==> config.mk <==
export PLATFORM = sky130hd
export DESIGN_NAME = sensor_word_packer
export DESIGN_NICKNAME = d
export VERILOG_FILES = /design/src/rtl/sensor_pkg.sv /design/src/rtl/sat_counter.sv /design/src/rtl/sensor_word_packer.sv
export SDC_FILE = /design/constraint.sdc
export NUM_CORES = 1
export LEC_CHECK = 0
export BUFFER_PORTS_ARGS = -buffer_cell sky130_fd_sc_hd__buf_2
export CAP_MARGIN = 15
export CORE_MARGIN = 3
export CORE_UTILIZATION = 55
export DETAILED_ROUTE_END_ITERATION = 7
export GPL_TIMING_DRIVEN = 0
export HOLD_SLACK_MARGIN = 0.03
export PLACE_DENSITY = 0.79
export REMOVE_ABC_BUFFERS = 1
export SLEW_MARGIN = 20
export SYNTH_ARGS = -nofsm -noshare
export SYNTH_HDL_FRONTEND = slang
export SYNTH_HIERARCHICAL = 1
export SYNTH_SLANG_ARGS = --single-unit
==> constraint.sdc <==
create_clock -name clk -period 3.2 [get_ports clk]
set_clock_uncertainty 0.1 [all_clocks]
set_input_delay 0.16 -clock clk [delete_from_list [all_inputs] [get_ports clk]]
set_output_delay 0.16 -clock clk [all_outputs]
set_load 0.01 [all_outputs]
==> src/rtl/sensor_pkg.sv <==
// Shared types and widths for the sensor capture path (packer and FIFO).
package sensor_pkg;

  localparam int unsigned SENSOR_WORD_WIDTH   = 32;
  localparam int unsigned SENSOR_SAMPLE_WIDTH = 16;
  localparam logic        PAD_VALUE           = 1'b0;

  typedef enum logic {
    FILL       = 1'b0,
    FLUSH_WAIT = 1'b1
  } packer_state_t;

endpackage

==> src/rtl/sat_counter.sv <==
// Up-counter that sticks at all-ones; synchronous clear has priority.
module sat_counter #(
  parameter int unsigned WIDTH = 8
) (
  input  logic             clk,
  input  logic             clear,
  input  logic             inc,
  output logic [WIDTH-1:0] count
);

  always_ff @(posedge clk) begin
    if (clear) begin
      count <= '0;
    end else if (inc && (count != '1)) begin
      count <= count + WIDTH'(1);
    end
  end

endmodule

==> src/rtl/sensor_word_packer.sv <==
// Packs narrow sensor samples LSB-first into FIFO words, with flush/zero-pad
// and a saturating count of samples dropped while the output path is blocked.
module sensor_word_packer
  import sensor_pkg::*;
#(
  parameter int unsigned SAMPLE_WIDTH   = SENSOR_SAMPLE_WIDTH,
  parameter int unsigned WORD_WIDTH     = SENSOR_WORD_WIDTH,
  parameter int unsigned DROP_CNT_WIDTH = 8
) (
  input  logic                      clk,
  input  logic                      rst,
  input  logic                      sample_valid,
  input  logic [SAMPLE_WIDTH-1:0]   sample_data,
  input  logic                      flush,
  input  logic                      fifo_full,
  output logic                      sample_ready,
  output logic                      write_command,
  output logic [WORD_WIDTH-1:0]     write_data,
  output logic                      flush_done,
  output logic [DROP_CNT_WIDTH-1:0] drop_count,
  output logic                      overflow
);

  localparam int unsigned          LANES     = WORD_WIDTH / SAMPLE_WIDTH;
  localparam int unsigned          LANE_W    = (LANES > 1) ? $clog2(LANES) : 1;
  localparam logic [LANE_W-1:0]    LAST_LANE = LANE_W'(LANES - 1);
  localparam logic [WORD_WIDTH-1:0] PAD_WORD = {WORD_WIDTH{PAD_VALUE}};

  packer_state_t         state;
  logic [LANE_W-1:0]     lane_cnt;
  logic [WORD_WIDTH-1:0] asm_reg;
  logic                  out_pending;

  logic                  drain;
  logic                  out_free;
  logic                  accept;
  logic                  drop;
  logic                  word_done;
  logic [LANE_W-1:0]     lane_next;
  logic [WORD_WIDTH-1:0] asm_next;

  assign write_command = drain;

  // Handshake and post-sample view of the assembly lanes.
  always_comb begin
    drain        = out_pending && !fifo_full;
    out_free     = !out_pending || drain;
    sample_ready = !((lane_cnt == LAST_LANE) && !out_free) && (state != FLUSH_WAIT);
    accept       = sample_valid && sample_ready;
    drop         = sample_valid && !sample_ready;
    word_done    = accept && (lane_cnt == LAST_LANE);
    asm_next     = asm_reg;
    lane_next    = lane_cnt;
    if (accept) begin
      asm_next[32'(lane_cnt) * SAMPLE_WIDTH +: SAMPLE_WIDTH] = sample_data;
      lane_next = word_done ? '0 : lane_cnt + LANE_W'(1);
    end
  end

  always_ff @(posedge clk) begin
    if (rst) begin
      state       <= FILL;
      lane_cnt    <= '0;
      asm_reg     <= PAD_WORD;
      out_pending <= 1'b0;
      write_data  <= '0;
      flush_done  <= 1'b0;
      overflow    <= 1'b0;
    end else begin
      flush_done <= 1'b0;
      if (drain) begin
        out_pending <= 1'b0;
      end
      if (drop) begin
        overflow <= 1'b1;
      end
      case (state)
        FILL: begin
          lane_cnt <= lane_next;
          asm_reg  <= word_done ? PAD_WORD : asm_next;
          if (word_done) begin
            write_data  <= asm_next;
            out_pending <= 1'b1;
          end
          // Flush acts on the word including this cycle's sample.
          if (flush) begin
            if (lane_next != '0) begin
              if (out_free) begin
                write_data  <= asm_next;
                out_pending <= 1'b1;
                lane_cnt    <= '0;
                asm_reg     <= PAD_WORD;
                flush_done  <= 1'b1;
              end else begin
                state <= FLUSH_WAIT;
              end
            end else begin
              flush_done <= 1'b1;
            end
          end
        end
        FLUSH_WAIT: begin
          if (out_free) begin
            write_data  <= asm_reg;
            out_pending <= 1'b1;
            lane_cnt    <= '0;
            asm_reg     <= PAD_WORD;
            flush_done  <= 1'b1;
            state       <= FILL;
          end
        end
        default: state <= FILL;
      endcase
    end
  end

  sat_counter #(
    .WIDTH(DROP_CNT_WIDTH)
  ) u_drop_cnt (
    .clk  (clk),
    .clear(rst),
    .inc  (drop),
    .count(drop_count)
  );

endmodule
Word-level counts from Yosys, hierarchy flattened
Index checks and enable logic that the tools add are counted.
{ "word_totals": {"in_bits": 21, "output_inout_bits": 44, "word_cells": 63, "ff_bits": 77} }
{ "classes": {"eq_ne": 2, "n_bitwise": 1, "shift": 2, "n_mux": 34, "reduce_logical": 13, "n_addsub": 3} }
{ "op_table": {"columns": ["cell", "n"], "rows": [
  ["$mux W32", 11],
  ["$pmux W32 S2", 2],
  ["$neg A5 Y34", 1],
  ["$shift A16 B34 Y32 const A", 1],
  ["$shiftx A16 B34 Y32", 1],
  ["$bwmux W32", 1],
  ["$mux W1", 16],
  ["$add A8 B1 Y8 const B", 1],
  ["$ne A8 B8 Y1 const B", 1],
  ["$pmux W1 S2", 4],
  ["$logic_and A1 B1 Y1", 7],
  ["$logic_not A1 Y1", 5],
  ["$ne A2 B1 Y1 const B", 1],
  ["$add A1 B1 Y1 const B", 1],
  ["$logic_or A1 B1 Y1", 1],
  ["$not A1 Y1", 1]
]} }

Depth between registers and ports, before layout
Gate-level depths: netlist of the first run.
{ "logic_depth": {"depth_word": 14, "depth_mapped": 11, "ltp_nobuf": 8} }

Cells and area by module
Netlist of the first run, hierarchy kept.
{ "by_module_without_submodules": {"columns": ["mod", "n_inst", "cells_each", "seq_area_each_um2", "area_each_um2"], "rows": [
  ["sensor_word_packer", 1, 303, 1381.3, 2982.9],
  ["sat_counter", 1, 46, 160.2, 430.4]
]} }

Worst setup path after synthesis of the first run
Ideal clock, no wire load.
{ "synth_timing": {"path_kind": "flip-flop to flip-flop", "from": "register out_pending", "to": "register write_data[12]", "path_buffers": 2, "slack_ns": 0.817, "required_time_ns": 3.040, "arrival_ns": 2.223, "setup_time_ns": 0.060, "stages_incl_launch_ff": 10, "synth_period_minus_slack_ns": 2.383, "cell_sequence": "dfxtp_1 and2_1 buf_4 a21oi_1 and2_1 ha_1 a21oi_1 o21a_1 clkbuf_1 a221o_1"} }
{ "synth_via": {"elab_chain_cells": 13, "word_cells_on_any_way": 18, "cone_classes": "1 x eq/ne; 8 x mux; 9 x reduce/logical"} }
{ "synth_lines": {"columns": ["element", "line_no", "text"], "rows": [
  ["from (decl)", "sensor_word_packer.sv:32", "logic out_pending;"],
  ["from (signal assigned)", "sensor_word_packer.sv:65", "out_pending <= 1'b0;"],
  ["from (signal assigned)", "sensor_word_packer.sv:72", "out_pending <= 1'b0;"],
  ["from (signal assigned)", "sensor_word_packer.sv:83", "out_pending <= 1'b1;"],
  ["$logic_not A1 Y1 / $logic_and A1 B1 Y1 (equally long branches)", "sensor_word_packer.sv:47, sensor_word_packer.sv:46", null],
  ["$logic_or A1 B1 Y1 *", "sensor_word_packer.sv:47", "out_free = !out_pending || drain;"],
  ["$logic_not A1 Y1 *", "sensor_word_packer.sv:48", "sample_ready = !((lane_cnt == LAST_LANE) && !out_free) && (state != FLUSH_WAIT);"],
  ["$logic_and A1 B1 Y1 *", "sensor_word_packer.sv:48", null],
  ["$logic_not A1 Y1 *", "sensor_word_packer.sv:48", null],
  ["$logic_and A1 B1 Y1 *", "sensor_word_packer.sv:48", null],
  ["via sample_ready", "sensor_word_packer.sv:16", "output logic sample_ready,"],
  ["$logic_and A1 B1 Y1 *", "sensor_word_packer.sv:49", "accept = sample_valid && sample_ready;"],
  ["$mux W32 / $logic_and A1 B1 Y1 (equally long branches)", "sensor_word_packer.sv:54, sensor_word_packer.sv:51", null],
  ["$mux W32 / $mux W1 (equally long branches)", "sensor_word_packer.sv:81, sensor_word_packer.sv:56", null],
  ["$mux W32 / $mux W1 (equally long branches)", "sensor_word_packer.sv:88, sensor_word_packer.sv:54", null],
  ["$mux W32", "sensor_word_packer.sv:87", "if (lane_next != '0) begin"],
  ["$mux W32 *", "sensor_word_packer.sv:86", "if (flush) begin"],
  ["$pmux W32 S2 *", "sensor_word_packer.sv:77", "case (state)"],
  ["to (signal assigned)", "sensor_word_packer.sv:82", "write_data <= asm_next;"],
  ["to (signal assigned)", "sensor_word_packer.sv:89", "write_data <= asm_next;"],
  ["to (signal assigned)", "sensor_word_packer.sv:104", "write_data <= asm_reg;"],
  ["to (decl)", "sensor_word_packer.sv:18", "output logic [WORD_WIDTH-1:0] write_data,"]
]} }
Mark *: on every way through the listed nets, which the timed path passes. The rest lies on a longest branch.
A chain may end at the register's enable or synchronous reset.

Worst setup path in the final report of the first run
{ "layout_timing": {"from": "register out_pending", "to": "register asm_reg[30]"} }
{ "layout_via": {"elab_chain_cells": 13, "word_cells_on_any_way": 18, "cone_classes": "1 x eq/ne; 8 x mux; 9 x reduce/logical"} }
{ "layout_lines": {"columns": ["element", "line_no", "text"], "rows": [
  ["$logic_not A1 Y1 / $logic_and A1 B1 Y1 (equally long branches)", "sensor_word_packer.sv:47, sensor_word_packer.sv:46", null],
  ["$logic_or A1 B1 Y1 *", "sensor_word_packer.sv:47", null],
  ["$logic_not A1 Y1", "sensor_word_packer.sv:48", null],
  ["$logic_and A1 B1 Y1", "sensor_word_packer.sv:48", null],
  ["$logic_not A1 Y1", "sensor_word_packer.sv:48", null],
  ["$logic_and A1 B1 Y1", "sensor_word_packer.sv:48", null],
  ["$logic_and A1 B1 Y1", "sensor_word_packer.sv:49", null],
  ["$mux W32 / $logic_and A1 B1 Y1 (equally long branches)", "sensor_word_packer.sv:54, sensor_word_packer.sv:51", null],
  ["$mux W32 / $mux W1 (equally long branches)", "sensor_word_packer.sv:80, sensor_word_packer.sv:56", null],
  ["$mux W32 / $mux W1 (equally long branches)", "sensor_word_packer.sv:88, sensor_word_packer.sv:54", null],
  ["$mux W32", "sensor_word_packer.sv:87", null],
  ["$mux W32", "sensor_word_packer.sv:86", null],
  ["$pmux W32 S2", "sensor_word_packer.sv:77", null],
  ["to (signal assigned)", "sensor_word_packer.sv:80", "asm_reg <= word_done ? PAD_WORD : asm_next;"],
  ["to (decl)", "sensor_word_packer.sv:31", "logic [WORD_WIDTH-1:0] asm_reg;"]
]} }
Mark *: on every way between the ends. The rest lies on a longest branch, timed or not.

==> run metrics, run 1 <==
crit path cell chain=and2_1, a21oi_1, and2_1, ha_1, nand2_1, o21ai_4, or2_1, o21ai_0; synthesized flop and latch total=77; DP Cell Count=around 470; Final GP Congestion=0.8066; area leader, netlist=dfxtp_1; area grow syn2layout=18.11%; post-synth top area share=between 40% and 50%; Slew Viols, Final=0; DIE HEIGHT=between 80 and 90 um; layout cell share with drive strength beyond 1=around 27%; Worst path top cell family by delay=simple AND/OR/NAND/NOR gates; slowest CP cell=or2_1; Die X=approximately 85 um; vias in the first global route=between 2,000 and 3,000; Layout Nets=about 430; CTS tree=built; initial antenna violation count=0; all-layer global routing usage=22.61%; Routed Antenna Nets=0; DR vias=2,777; total power=~2200 uW; Antenna Cells=0; relative slew slack=between 30% and 40%; clk_lat worst skew=0.36 ns; Worst Setup End Kind=flop; cell area after synthesis=around 0.0034 mm2; Final Hold Viols=0; PD cells=~560 mW/mm2; RSZ-0062 raised after global routing=true; Final period util=between 90% and 100%; total CTS buffers=9; WS Path Type=flop to flop; # IOs=65; routed length per instance=roughly 16 um; YS warnings=6; synth top area cells=dfxtp_1 45%, mux2i_1 9.7%, a221o_1 4.7%; clock-pin slew on the worst setup and hold paths=approximately 0.07 ns; Seq/Total Area, Yosys=45.16%; port bufs=between 60 and 70; Vias/cell=roughly 5.7; CTS Sinks=77; final setup fails=0; final core occ=approximately two thirds; FMAX=between 300 and 400 MHz; DRC viols=0; Least-Margin Pin Slew=just over 1 ns; first-pass GRT wire length=between 10 and 15 mm; DRT Pass-1 Iters=4; status=completed; Synth cell types=45; Worst EP required=3.31 ns; DPL Wire Length=5.116 mm; depth of the CTS H-tree=3; root buffer cell=clkbuf_8; largest net degree at the start of global routing=35; maximum VDD drop=about 0.34 mV; Critical Path Max Stage Delay=0.54 ns; Avg Inst Size Synth=~10 um2; Die ar.=0.007187 mm2; Bufs and invs on worst path=0; final cell count without fillers=485; Iteration-0 DRC Markers=roughly 160; CP max FO=17; clock buffer depth=2; Worst Setup Start Kind=flop; Static Leak=about 0.0016 uW; Post-CTS Setup Bufs=0; Final Cell Area=0.004031 mm2; Placed Instance Area=between 0.003 and 0.004 mm2; Hold Crit Class=primary input to flop; Worst Path Arrival=between 3 and 4 ns; grt total ovfl=0; Syn Inst Count=~350; max-cap violations=0; Initial Util=a little under three fifths; core area=roughly 0.006 mm2; most used cell along the critical path=and2_1; row count=28; drt total wl=~7.6 mm; post-layout min period=slightly below 3 ns
path summary, 6_finish.rpt:
path,startpoint,cells past startpoint,slack (ns),to
max reg2reg,out_pending,8,0.22,asm_reg[30]
min,sample_data[15],3,0.04,asm_reg[31]
min reg2reg,asm_reg[31],2,0.37,asm_reg[31]
max,out_pending,8,0.22,asm_reg[30]
kinds of logic (layout without fill, tap and decap cells):
logic type	Yosys count	count (layout)	share of synthesized area, %
AOI/OAI and AO/OA	89	89	22.51
DFF	77	77	45.16
and+or+nand+nor	104	104	14.44
buffers and inverters	43	104	7.038
adders and majority gates	2	2	0.7330
muxes	34	34	10.12
per-layer routing:
metal	wire [um]	vias up	GRT usage (%)
met1	3460	1306	28.26
met4	138	0	7.770
li1	-	1391	-
met3	444	12	7.066
met5	0	-	0
met2	3596	68	36.94
layout make-up:
class | instances | area, um2
Inverter | 18 | 67.56
Fill cell | 486 | 1924
Clock buffer | 10 | 137.6
Timing Repair Buffer | 70 | 385.4
Sequential cell | 77 | 1541
Clock inverter | 6 | 133.9
Tap cell | 75 | 93.84
Multi-Input combinational cell | 229 | 1672
synthesized netlist by cell type, drive strengths merged:
cell / count
a211oi: 2
a21boi: 2
a21oi: 8
a221o: 16
a2bb2oi: 16
a311oi: 1
a31oi: 3
a32oi: 1
and2: 2
and2b: 1
and3: 1
and4: 3
buf: 18
clkbuf: 7
dfxtp: 77
ha: 2
inv: 18
mux2: 1
mux2i: 33
nand2: 40
nand2b: 1
nand3: 2
nand4: 2
nor2: 23
nor2b: 2
nor3: 22
nor3b: 1
o21a: 1
o21ai: 19
o21ba: 1
o21bai: 2
o221ai: 16
o311a: 1
or2: 3
or3: 1
power breakdown:
part | total (uW) | internal (uW) | leakage, uW | switching, uW
clock network | 977 | 618 | 0.000136 | 359
logic | 253 | 107 | 0.000852 | 146
registers | 1020 | 995 | 0.000625 | 25.4
total | 2250 | 1720 | 0.00161 | 530
layout by cell type (no fill, tap or decap), types with 4 or more instances in the layout:
cell / netlist / layout
dfxtp_1: 77 / 77
buf_2: 6 / 64
nand2_1: 39 / 39
mux2i_1: 33 / 33
nor2_1: 23 / 22
nor3_1: 20 / 20
inv_1: 17 / 17
a2bb2oi_1: 16 / 16
a221o_1: 16 / 16
o221ai_2: 10 / 10
o21ai_0: 10 / 10
clkbuf_8: 0 / 10
a21oi_1: 8 / 8
o21ai_1: 8 / 7
o221ai_1: 6 / 6
bufinv_16: 0 / 4
metrics by stage:
| stage | setup WS [ns] | setup TNS, ns | hold slack (ns) |
|---|---|---|---|
| 2_1_floorplan | 0.1989 | 0 | 0.1294 |
| 3_3_place_gp | -0.6107 | -17.50 | 0.3497 |
| 3_5_place_dp | -0.02879 | -0.1471 | 0.3587 |
| 4_1_cts | 0.1208 | 0 | 0.03835 |
| 5_1_grt | -0.01170 | -0.03202 | 0.05229 |
| 6_report | 0.2169 | 0 | 0.04238 |
what timing repair did:
item                                    4_1_cts  5_1_grt
endpoints found under the hold margin         2        0
endpoints found under the setup margin        6       16
pin swaps                                     0        0
resized for setup                             1        2
hold buffers                                  2        0
worst min-delay path: cells and delay by family:
kind / cells / cell delay, ns
muxes: 1 / 0.08
buffers and inverters: 1 / 0.09
AOI/OAI and AO/OA: 1 / 0.13
Power figures use the tool's default switching activity.
==> run 2: changes to the inputs <==
==> constraint.sdc (replaced) <==
create_clock -name clk -period 3.2 [get_ports clk]
set_clock_uncertainty 0.1 [all_clocks]
set_input_delay 0.64 -clock clk [delete_from_list [all_inputs] [get_ports clk]]
set_output_delay 0.64 -clock clk [all_outputs]
set_load 0.01 [all_outputs]
==> run 2 against run 1 <==
- sequential power about the same
- die area unchanged
- combinational power about the same
- first-iteration DRC count up 1.9%
- wire length about the same
- utilization down 0.34 points
- worst setup slack worse by 0.013 ns
- worst hold slack better by 0.33 ns
- power down 0.20%
- critical path depth up 1
- count of clock-buffer cells in the layout unchanged
- flip-flop and latch count unchanged
- critical endpoint unchanged
- largest cell class unchanged
==> run metrics, run 2 (synthesis results as in run 1) <==
status=completed (unchanged); Worst Hold Endpoint=asm_reg[31] (unchanged); Critical Path Max Stage Delay=0.55 ns (was 0.54 ns); FF+latch area=0.001541 mm2 (unchanged); routed length per instance=15.81 um (was 15.75 um); row count=28 (unchanged); Worst EP required=3.31 ns (about the same); depth of the CTS H-tree=3 (unchanged); initial antenna violation count=0 (unchanged); FMAX=333.8 MHz (was 335.2 MHz); root buffer cell=clkbuf_8 (unchanged); Final Hold Viols=0 (unchanged); Slew Viols, Final=0 (unchanged); DPL Wire Length=5.116 mm (unchanged); DR vias=2,775 (was 2,777); crit path cell chain=buf_2, and2_1, a21oi_1, and2_1, ha_1, nand2_1, o21ai_4, or2_1, o21ai_0 (was and2_1, a21oi_1, and2_1, ha_1, nand2_1, o21ai_4, or2_1, o21ai_0); CP max FO=17 (unchanged); DRT Pass-1 Iters=5 (was 4); grt total ovfl=0 (unchanged); R2R setup slack=0.22 ns (about the same); minimum hold slack=0.3701 ns (was 0.04238 ns); Worst Setup End Kind=flop (unchanged); WS Path Type=primary input to flop (was flop to flop); Hold Crit Depth=2 (was 3); first-pass GRT wire length=12.79 mm (was 12.83 mm); Initial Util=57.31% (unchanged); Routed Antenna Nets=0 (unchanged); Hold Crit Class=flop to flop (was primary input to flop); hold buffers post-CTS=0 (was 2); Iteration-0 DRC Markers=164 (was 161); clock buffer depth=2 (unchanged); Final GP Congestion=0.8066 (unchanged); Worst R2R Start=out_pending (unchanged); Die X=84.78 um (unchanged); Final period util=93.62% (was 93.22%); fillers=488 (was 486); Worst Path Arrival=3.11 ns (was 3.10 ns); vias in the first global route=2,681 (was 2,686); Least-Margin Pin Slew=1.036 ns (was 1.025 ns); Antenna Cells=0 (unchanged); DP Cell Count=467 (unchanged); multi-input combinational cell area=0.001672 mm2 (unchanged); most used cell along the critical path=and2_1 (unchanged); port bufs=64 (unchanged); total power=2245 uW (was 2249 uW); Worst path top cell family by delay=simple AND/OR/NAND/NOR gates (unchanged); worst hold start=asm_reg[31] (was sample_data[15]); all-layer global routing usage=22.54% (was 22.61%); CTS Sinks=77 (unchanged); clock-pin slew on the worst setup and hold paths=0.07 ns (about the same); RSZ-0062 raised after global routing=true (unchanged); area grow syn2layout=17.52% (was 18.11%); DRC viols=0 (unchanged); Die ar.=0.007187 mm2 (unchanged); Static Leak=0.001605 uW (was 0.001613 uW); commonest non-fill, non-tap cell in the layout=dfxtp_1 (unchanged); core area=0.005956 mm2 (unchanged); clk_lat worst skew=0.35 ns (was 0.36 ns); final core occ=67.35% (was 67.69%); relative slew slack=30.93% (was 31.63%); drt total wl=7.636 mm (was 7.639 mm); final cell count without fillers=483 (was 485); CTS tree=built (unchanged); post-layout min period=2.996 ns (was 2.983 ns); Placed Instance Area=0.003717 mm2 (unchanged); Final Cell Area=0.004011 mm2 (was 0.004031 mm2); Layout Nets=426 (was 428); Bufs and invs on worst path=1 (was 0); final setup fails=0 (unchanged); max-cap violations=0 (unchanged); commonest non-fill, non-tap cells in the layout=77 x dfxtp_1, 64 x buf_2, 39 x nand2_1, 33 x mux2i_1, 22 x nor2_1 (unchanged); largest net degree at the start of global routing=35 (unchanged); maximum VDD drop=0.3358 mV (was 0.3361 mV); # IOs=65 (unchanged); total CTS buffers=9 (unchanged); slowest CP cell=or2_1 (unchanged); DIE HEIGHT=84.78 um (unchanged); PD cells=559.6 mW/mm2 (was 558.0 mW/mm2); worst r2r dst=asm_reg[30] (unchanged); layout cell share with drive strength beyond 1=26.96% (was 26.83%); Register-to-Register Path Depth=8 (unchanged); Vias/cell=5.745 (was 5.726); Worst Setup Start Kind=primary input (was flop)
[run 2: changes by cell type in the layout (fill, tap and decap cells not counted), sizes merged]
cell,before,now
dlygate4sd3,2,0
[run 2: worst min-delay path: stages, from the launching register on]
cell	delay, ns
dfxtp_1	0.33
nand2_1	0.05
o21ai_1	0.05
[run 2: worst max path at each step]
stage                 start              to  slack, ns  depth (start not counted)
2_1_floorplan  sample_valid   write_data[0]      -0.06                          4
3_3_place_gp   sample_valid   write_data[4]      -0.92                          5
3_5_place_dp      fifo_full  write_data[29]      -0.43                          8
4_1_cts           fifo_full     asm_reg[30]       0.12                          9
5_1_grt         out_pending     asm_reg[29]      -0.01                          8
6_report          fifo_full     asm_reg[30]       0.20                          9
[run 2: report_power, final]
part | leakage, uW | total (uW) | internal, uW | switching [uW]
clock network | 0.000136 | 974 | 618 | 356
logic | 0.000844 | 251 | 105 | 146
registers | 0.000625 | 1020 | 995 | 25.3
[run 2: final cells by class]
cell class                 count  area share [%]
multi-input combinational    229           41.67
sequential                    77           38.43
tap                           75           2.339
timing repair buffer          68           9.108
clock inverter                 6           3.337
inverter                      18           1.684
clock buffer                  10           3.431
[run 2: metal layers]
| metal | share of wire (%) | up-vias | GRT usage, % |
|---|---|---|---|
| li1 | - | 1389 | - |
| met1 | 45 | 1301 | 28.07 |
| met2 | 48 | 75 | 36.94 |
| met3 | 5.7 | 10 | 7.066 |
| met4 | 1.6 | 0 | 7.770 |
| met5 | 0 | - | 0 |
[run 2: what timing repair did]
item                       CTS  global route
resized for setup            1             2
setup buffers                0             0
setup endpoints to repair    7            16
hold endpoints to repair     0             0
[run 2: through the flow]
step | setup TNS [ns] | worst slack [ns]
CTS | 0 | 0.1153
floorplan | -0.6896 | -0.05735
detailed placement | -9.301 | -0.4257
finish | 0 | 0.2042
global route | -0.03202 | -0.01170
global placement | -35.50 | -0.9227
